**config.mk**
```make
export PLATFORM = sky130hd
export DESIGN_NAME = x87_cmd_queue
export DESIGN_NICKNAME = d
export VERILOG_FILES = /design/src/rtl/x87_cmd_queue.sv
export SDC_FILE = /design/constraint.sdc
export NUM_CORES = 1
export LEC_CHECK = 0
export CELL_PAD_IN_SITES_DETAIL_PLACEMENT = 1
export CELL_PAD_IN_SITES_GLOBAL_PLACEMENT = 2
export CORE_UTILIZATION = 44
export DETAILED_ROUTE_END_ITERATION = 16
export PLACE_DENSITY = 0.89
export SYNTH_ARGS = -nofsm -noshare
export SYNTH_HDL_FRONTEND = slang
export SYNTH_SLANG_ARGS = --single-unit
```
**constraint.sdc**
```tcl
create_clock -name clk -period 6 [get_ports clk]
set_clock_uncertainty 0.15 [all_clocks]
set_input_delay 0.9 -clock clk [delete_from_list [all_inputs] [get_ports clk]]
set_output_delay 0.9 -clock clk [all_outputs]
set_load 0.1 [all_outputs]
```
**src/rtl/x87_cmd_queue.sv**
```systemverilog
// x87_cmd_queue: in-order decoded-command FIFO between the x87 opcode decoder and execution unit.
// Build option X87_FWAIT_SYNC_EN: queue FWAIT and hold it at the head until exec_idle.
module x87_cmd_queue #(
    parameter int unsigned DEPTH = 4,
    parameter int unsigned PTR_W = $clog2(DEPTH)
) (
    input  logic             clk,
    input  logic             rst_n,
    input  logic             flush,
    input  logic             in_valid,
    input  logic             in_cmd_valid,
    input  logic [4:0]       in_cmd,
    input  logic [2:0]       in_idx,
    input  logic [31:0]      in_ea,
    output logic             in_ready,
    output logic             ud_pulse,
    output logic             out_valid,
    output logic [4:0]       out_cmd,
    output logic [2:0]       out_idx,
    output logic [31:0]      out_ea,
    input  logic             out_ready,
    input  logic             exec_idle,
    output logic             fwait_stall,
    output logic [PTR_W:0]   count
);

    localparam int unsigned CMD_W = 5;
    localparam int unsigned IDX_W = 3;
    localparam int unsigned EA_W  = 32;
    localparam int unsigned CNT_W = PTR_W + 1;
    localparam logic [CMD_W-1:0] CMD_FWAIT = CMD_W'(5);

    typedef struct packed {
        logic [CMD_W-1:0] cmd;
        logic [IDX_W-1:0] idx;
        logic [EA_W-1:0]  ea;
    } entry_t;

    entry_t           mem_q [DEPTH];
    entry_t           mem_d [DEPTH];
    logic [PTR_W-1:0] wr_ptr_q, wr_ptr_d;
    logic [PTR_W-1:0] rd_ptr_q, rd_ptr_d;
    logic [CNT_W-1:0] count_q, count_d;
    logic             ud_pulse_q, ud_pulse_d;

    entry_t head;
    logic   full;
    logic   empty;
    logic   head_fwait;
    logic   accept;
    logic   store;
    logic   fwait_retire;
    logic   pop;

    // Head decode and handshake qualification
    always_comb begin
        head       = mem_q[rd_ptr_q];
        full       = (count_q == CNT_W'(DEPTH));
        empty      = (count_q == '0);
        head_fwait = !empty && (head.cmd == CMD_FWAIT);
        accept     = in_valid && !full && !flush;
`ifdef X87_FWAIT_SYNC_EN
        store        = accept && in_cmd_valid;
        fwait_retire = head_fwait && exec_idle;
        fwait_stall  = head_fwait && !exec_idle;
`else
        // FWAIT consumes the handshake but never occupies an entry
        store        = accept && in_cmd_valid && (in_cmd != CMD_FWAIT);
        fwait_retire = 1'b0;
        fwait_stall  = 1'b0;
`endif
        out_valid = !empty && !head_fwait;
        pop       = (out_valid && out_ready) || fwait_retire;
    end

`ifndef X87_FWAIT_SYNC_EN
    logic unused_exec_idle;
    assign unused_exec_idle = exec_idle;
`endif

    // Next-state: flush overrides push/pop; storage contents survive a flush
    always_comb begin
        mem_d      = mem_q;
        wr_ptr_d   = wr_ptr_q;
        rd_ptr_d   = rd_ptr_q;
        count_d    = count_q;
        ud_pulse_d = accept && !in_cmd_valid;
        if (flush) begin
            wr_ptr_d = '0;
            rd_ptr_d = '0;
            count_d  = '0;
        end else begin
            if (store) begin
                mem_d[wr_ptr_q] = '{cmd: in_cmd, idx: in_idx, ea: in_ea};
                wr_ptr_d        = wr_ptr_q + PTR_W'(1);
            end
            if (pop) begin
                rd_ptr_d = rd_ptr_q + PTR_W'(1);
            end
            case ({store, pop})
                2'b10:   count_d = count_q + CNT_W'(1);
                2'b01:   count_d = count_q - CNT_W'(1);
                default: count_d = count_q;
            endcase
        end
    end

    always_ff @(posedge clk or negedge rst_n) begin
        if (!rst_n) begin
            for (int unsigned i = 0; i < DEPTH; i++) begin
                mem_q[i] <= '0;
            end
            wr_ptr_q   <= '0;
            rd_ptr_q   <= '0;
            count_q    <= '0;
            ud_pulse_q <= 1'b0;
        end else begin
            mem_q      <= mem_d;
            wr_ptr_q   <= wr_ptr_d;
            rd_ptr_q   <= rd_ptr_d;
            count_q    <= count_d;
            ud_pulse_q <= ud_pulse_d;
        end
    end

    assign in_ready = !full;
    assign ud_pulse = ud_pulse_q;
    assign out_cmd  = head.cmd;
    assign out_idx  = head.idx;
    assign out_ea   = head.ea;
    assign count    = count_q;

endmodule

```
# Word level (Yosys, flattened, before mapping)
# Index checks and enable logic that the tools add are counted.
[classes]
n_addsub = 4
multipliers = 0
div = 0
magnitude_cmp = 3
n_eq_ne = 5
shift = 0
n_mux = 12
bitwise_logic = 3
n_reduce_logical = 19
[op_table]
columns = ["op", "count"]
rows = [
  ["bitwise mux 160 bit", 1],
  ["2-to-1 mux 40 bit", 3],
  ["binary-select mux 40 bit (select 2 bit)", 1],
  ["demux 40 bit (select 2 bit)", 1],
  ["logical AND 1 bit", 9],
  ["2-to-1 mux 2 bit", 4],
  [">= comparator 3 bit (second input constant)", 2],
  ["NOT 2 -> 3 bit", 2],
  ["case mux 3 bit (2 select lines)", 1],
  ["equality test 5 x 3 -> 1 bit (second input constant)", 1],
  ["logical NOT 1 bit", 5],
  ["inequality test 5 x 3 -> 1 bit (second input constant)", 1],
  ["adder 2 x 1 -> 2 bit (second input constant)", 2],
  ["nonzero test 2 bit", 2],
  ["adder 3 x 1 -> 3 bit (second input constant)", 1],
  ["equality test 3 bit (second input constant)", 1],
  ["logical NOT 3 bit", 1],
  ["< comparator 3 x 1 -> 1 bit (second input constant)", 1],
  ["2-to-1 mux 3 bit", 1],
  ["nonzero test 3 bit", 1],
  ["subtractor 3 x 1 -> 3 bit (second input constant)", 1],
  ["equality test 2 x 1 -> 1 bit (second input constant)", 1],
  ["equality test 2 bit (second input constant)", 1],
  ["AND reduction 2 bit", 1],
  ["NOT 1 bit", 1],
]
[word_totals]
register_bits = 168
latch_bits = 0
ramBits = 0
rom_bits = 0
in_bits = 47
output_inout_bits = 47
word_cells = 62
memories = 0

# Depth between registers and ports, before layout
[depth]
word_depth = 12
mapped_depth = 9
depth_no_buf = 8

# Least setup slack after synthesis
# Ideal clock, no wire load.
[synth_timing]
path_type = "register to output"
from = "reg rd_ptr_q[0]"
to = "out out_valid"
arrival_ns = 3.044
required_ns = 4.950
setup_slack_ns = 1.906
stages_incl_launch_ff = 5
n_path_buf = 1
cell_sequence = "dfrtp_1 buf_6 mux4_2 and3b_4 a21oi_1"
[synth_via]
elab_chain_len = 8
[synth_lines]
columns = ["element", "line_no", "text"]
rows = [
  ["start: declaration", "42", "logic [PTR_W-1:0] rd_ptr_q, rd_ptr_d;"],
  ["start signal: assignment", "120", "rd_ptr_q <= rd_ptr_d;"],
  ["NOT 2 -> 3 bit (implied by the code)", "57", "head = mem_q[rd_ptr_q];"],
  ["binary-select mux 40 bit (select 2 bit)", "57", ""],
  ["2-to-1 mux 40 bit (implied by the code) (2 in series)", "57", ""],
  ["net out_cmd[2]", "18", "output logic [4:0] out_cmd,"],
  ["equality test 5 x 3 -> 1 bit", "60", "head_fwait = !empty && (head.cmd == CMD_FWAIT);"],
  ["logical AND 1 bit", "60", ""],
  ["logical NOT 1 bit", "72", "out_valid = !empty && !head_fwait;"],
  ["logical AND 1 bit", "72", ""],
  ["end: declaration", "17", "output logic out_valid,"],
]
# The timed path passes the listed nets, and every way through them passes these cells. The select of a mux whose other input is x is not followed.

# Worst setup path in the final report
[layout_timing]
from = "reg rd_ptr_q[0]"
to = "out out_valid"
[layout_via]
elab_chain_len = 8
[layout_lines]
columns = ["element", "line_no"]
rows = [
  ["NOT 2 -> 3 bit (implied by the code)", "57"],
  ["binary-select mux 40 bit (select 2 bit)", "57"],
  ["2-to-1 mux 40 bit (implied by the code) (2 in series)", "57"],
  ["equality test 5 x 3 -> 1 bit", "60"],
  ["logical AND 1 bit", "60"],
  ["logical NOT 1 bit", "72"],
  ["logical AND 1 bit", "72"],
]
# No other way between the ends. The select of a mux whose other input is x is not followed.

==> metrics <==
PostCTS Resize Cnt=0; most instantiated cells after synthesis=dfrtp_1, mux2_2, mux4_2, buf_2, mux2_1; worst hold-check path type=reg -> reg; post-placement cell count=736; Initial DRC Count=102; main area contributors after synthesis=dfrtp_1, mux2_2, mux4_2, mux2_1, buf_2; detailed-placement wirelength estimate=about 10 mm; CTS Root Cell=clkbuf_16; initial core utilization=0.449; antenna-violating nets left=0; via count=about 4100; Final Wtd Congestion=between 0.6 and 0.7; Min Clock Period, post-route=around 4.5 ns; final number of setup-violating endpoints=0; Synth top area share=0.566; Post-Syn Area=7430 µm²; Crit Path Max Fanout=28; FF+latch area=approximately 4200 µm²; DRC Markers=0; WL/cell=20.8 µm; Post-synth EDFFs=0; Clock transition at path regs=0.06 ns; Post-CTS Hold Buffers=0; Final Routed Wirelength=around 16 mm; largest net degree at the start of global routing=between 100 and 150; fmax=~220 MHz; Sink Count=168; setup TNS=0 ns; Seq cells post-synth=around 170; First-pass DRT Iterations=4; Worst Max-Slew Pin Slew=1.13 ns; Std-Cell Rows=47; Setup Buffers After CTS=0; multiplexer area fraction after synthesis=0.372; H-tree level count=4; Chip Width=around 130 µm; Final Cell Area=~9100 µm²; Global Route Usage Sum=0.201; remaining global-route overflow=0; Max-Cap Viols=0; Synth area leader=dfrtp_1; RSZ-0062 raised after global routing=no; CTS tree=built; antenna violations before repair=0; first-pass GRT wire length=26.7 mm; Required @ worst endpoint=~5.0 ns; Yosys cell types=33; Port-buffer cells=between 90 and 100; Seq/Total Area, Yosys=0.566; ys async rst share=1.00; Die H=between 100 and 150 µm; post-synthesis xor/xnor area fraction=0.00455; run status=completed; Adder-Cell Fraction of Synth Area=0.00944; WS Path Type=reg -> out; Syn Area/Cell=about 17 µm²; fraction of the cycle the final worst path needs=0.749; ANT cells=0; Post-Layout Cell Count=768; layout cells sized above 1=0.425; Die Area=17400 µm²; final slew viol count=0; number of nets in the layout=587; Main synth FF type=dfrtp_1; critical path capture point type=primary output; CP Data Arrival Time=roughly 3.4 ns; Synth Net Count=497; DR vias/cell=around 5.4; Max clock buf depth=2; PnR worst setup slack=1.51 ns; largest family of logic cells by synthesized area=multiplexers; # fillers=approximately 1500; area grow syn2layout=22.6%; IO Pins=94; Multi-input gate area=between 3000 and 4000 µm²; vias in the first global route=4824; Slew headroom=0.244; Syn. warnings=0; Compound-Gate Fraction of Synth Area=0.00623; Final Hold Violating Endpoints=0; DP Worst Slack=roughly 1.9 ns; Mapped Cells=roughly 450; count leader, synth=dfrtp_1; Cell Area, Placed=around 8500 µm²; Simple-Gate Fraction of Synth Area=0.0212; CP startpoint kind=register; core area=approximately 17000 µm²; Num CTS Buffers=17; Clock Latency Late Sink=roughly 0.42 ns
## metal layers
| metal | global-route usage | share of wire |
|---|---|---|
| met5 | 0 | 0 |
| met4 | 0.0478 | 0.0066 |
| met3 | 0.0615 | 0.048 |
| met2 | 0.341 | 0.51 |
| met1 | 0.253 | 0.43 |
## path summary, 6_finish.rpt
kind | start | endpoint | slack (ns) | cells after the start
worst max register to register | rd_ptr_q[0] | count[2] | 2.60 | 8
min in group asynchronous | rst_n | mem_q[135] | 0.50 | 1
max in group asynchronous | rst_n | mem_q[60] | 3.89 | 2
worst min-delay path | mem_q[28] | mem_q[28] | 0.34 | 1
worst max-delay path | rd_ptr_q[0] | out_valid | 1.51 | 4
worst min register to register | mem_q[28] | mem_q[28] | 0.34 | 1
## registers in the layout, summed over array words and instances, names as in the netlist
signal,cells
count,3
mem_q,160
rd_ptr_q,2
ud_pulse,1
wr_ptr_q,2
## worst max-delay path, stage by stage, from the launching register on
cell             delay [ns]
dfrtp_4                0.81
mux4_2                 0.60
and3b_4                0.23
a21oi_1                0.19
clkdlybuf4s50_1        1.17
## layout by cell type (no fill, tap or decap), drive strengths merged, types with 2 or more instances in the layout
master / netlist / routed
mux2: 163 / 163
mux2i: 2 / 2
nand2b: 3 / 3
buf: 24 / 8
xnor2: 3 / 3
dfrtp: 168 / 168
clkbuf: 3 / 24
mux4: 40 / 40
clkdlybuf4s50: 0 / 90
clkinv: 0 / 6
nor2: 9 / 9
inv: 3 / 3
bufinv: 0 / 2
nor2b: 4 / 4
a21oi: 2 / 2
ha: 4 / 4
nand2: 6 / 6
## cell families (layout without fill, tap and decap cells)
logic type	Yosys count	in the layout
buf+inv	30	133
fa+ha+maj	5	5
xor+xnor	3	3
mux	205	205
simple gates	28	28
flops	168	168
other cells	1	1
compound gates	5	5
## layout make-up
| type | count | share of cell area |
|---|---|---|
| timing repair buffer | 98 | 0.106 |
| sequential | 168 | 0.462 |
| clock buffer | 24 | 0.0507 |
| multi-input combinational | 247 | 0.339 |
| tap | 220 | 0.0302 |
| clock inverter | 8 | 0.0107 |
| inverter | 3 | 0.00124 |
## per-stage QoR
stage	hold WS [ns]	utilization
after floorplan	0.309	-
after global placement	0.318	0.517
after detailed placement	0.328	0.517
after CTS	0.342	0.551
after global routing	0.363	0.551
final	0.336	0.551
Power is left out: the tool's default activity adds up to more than one toggle a clock period on the data nets, which glitch-free logic cannot reach.
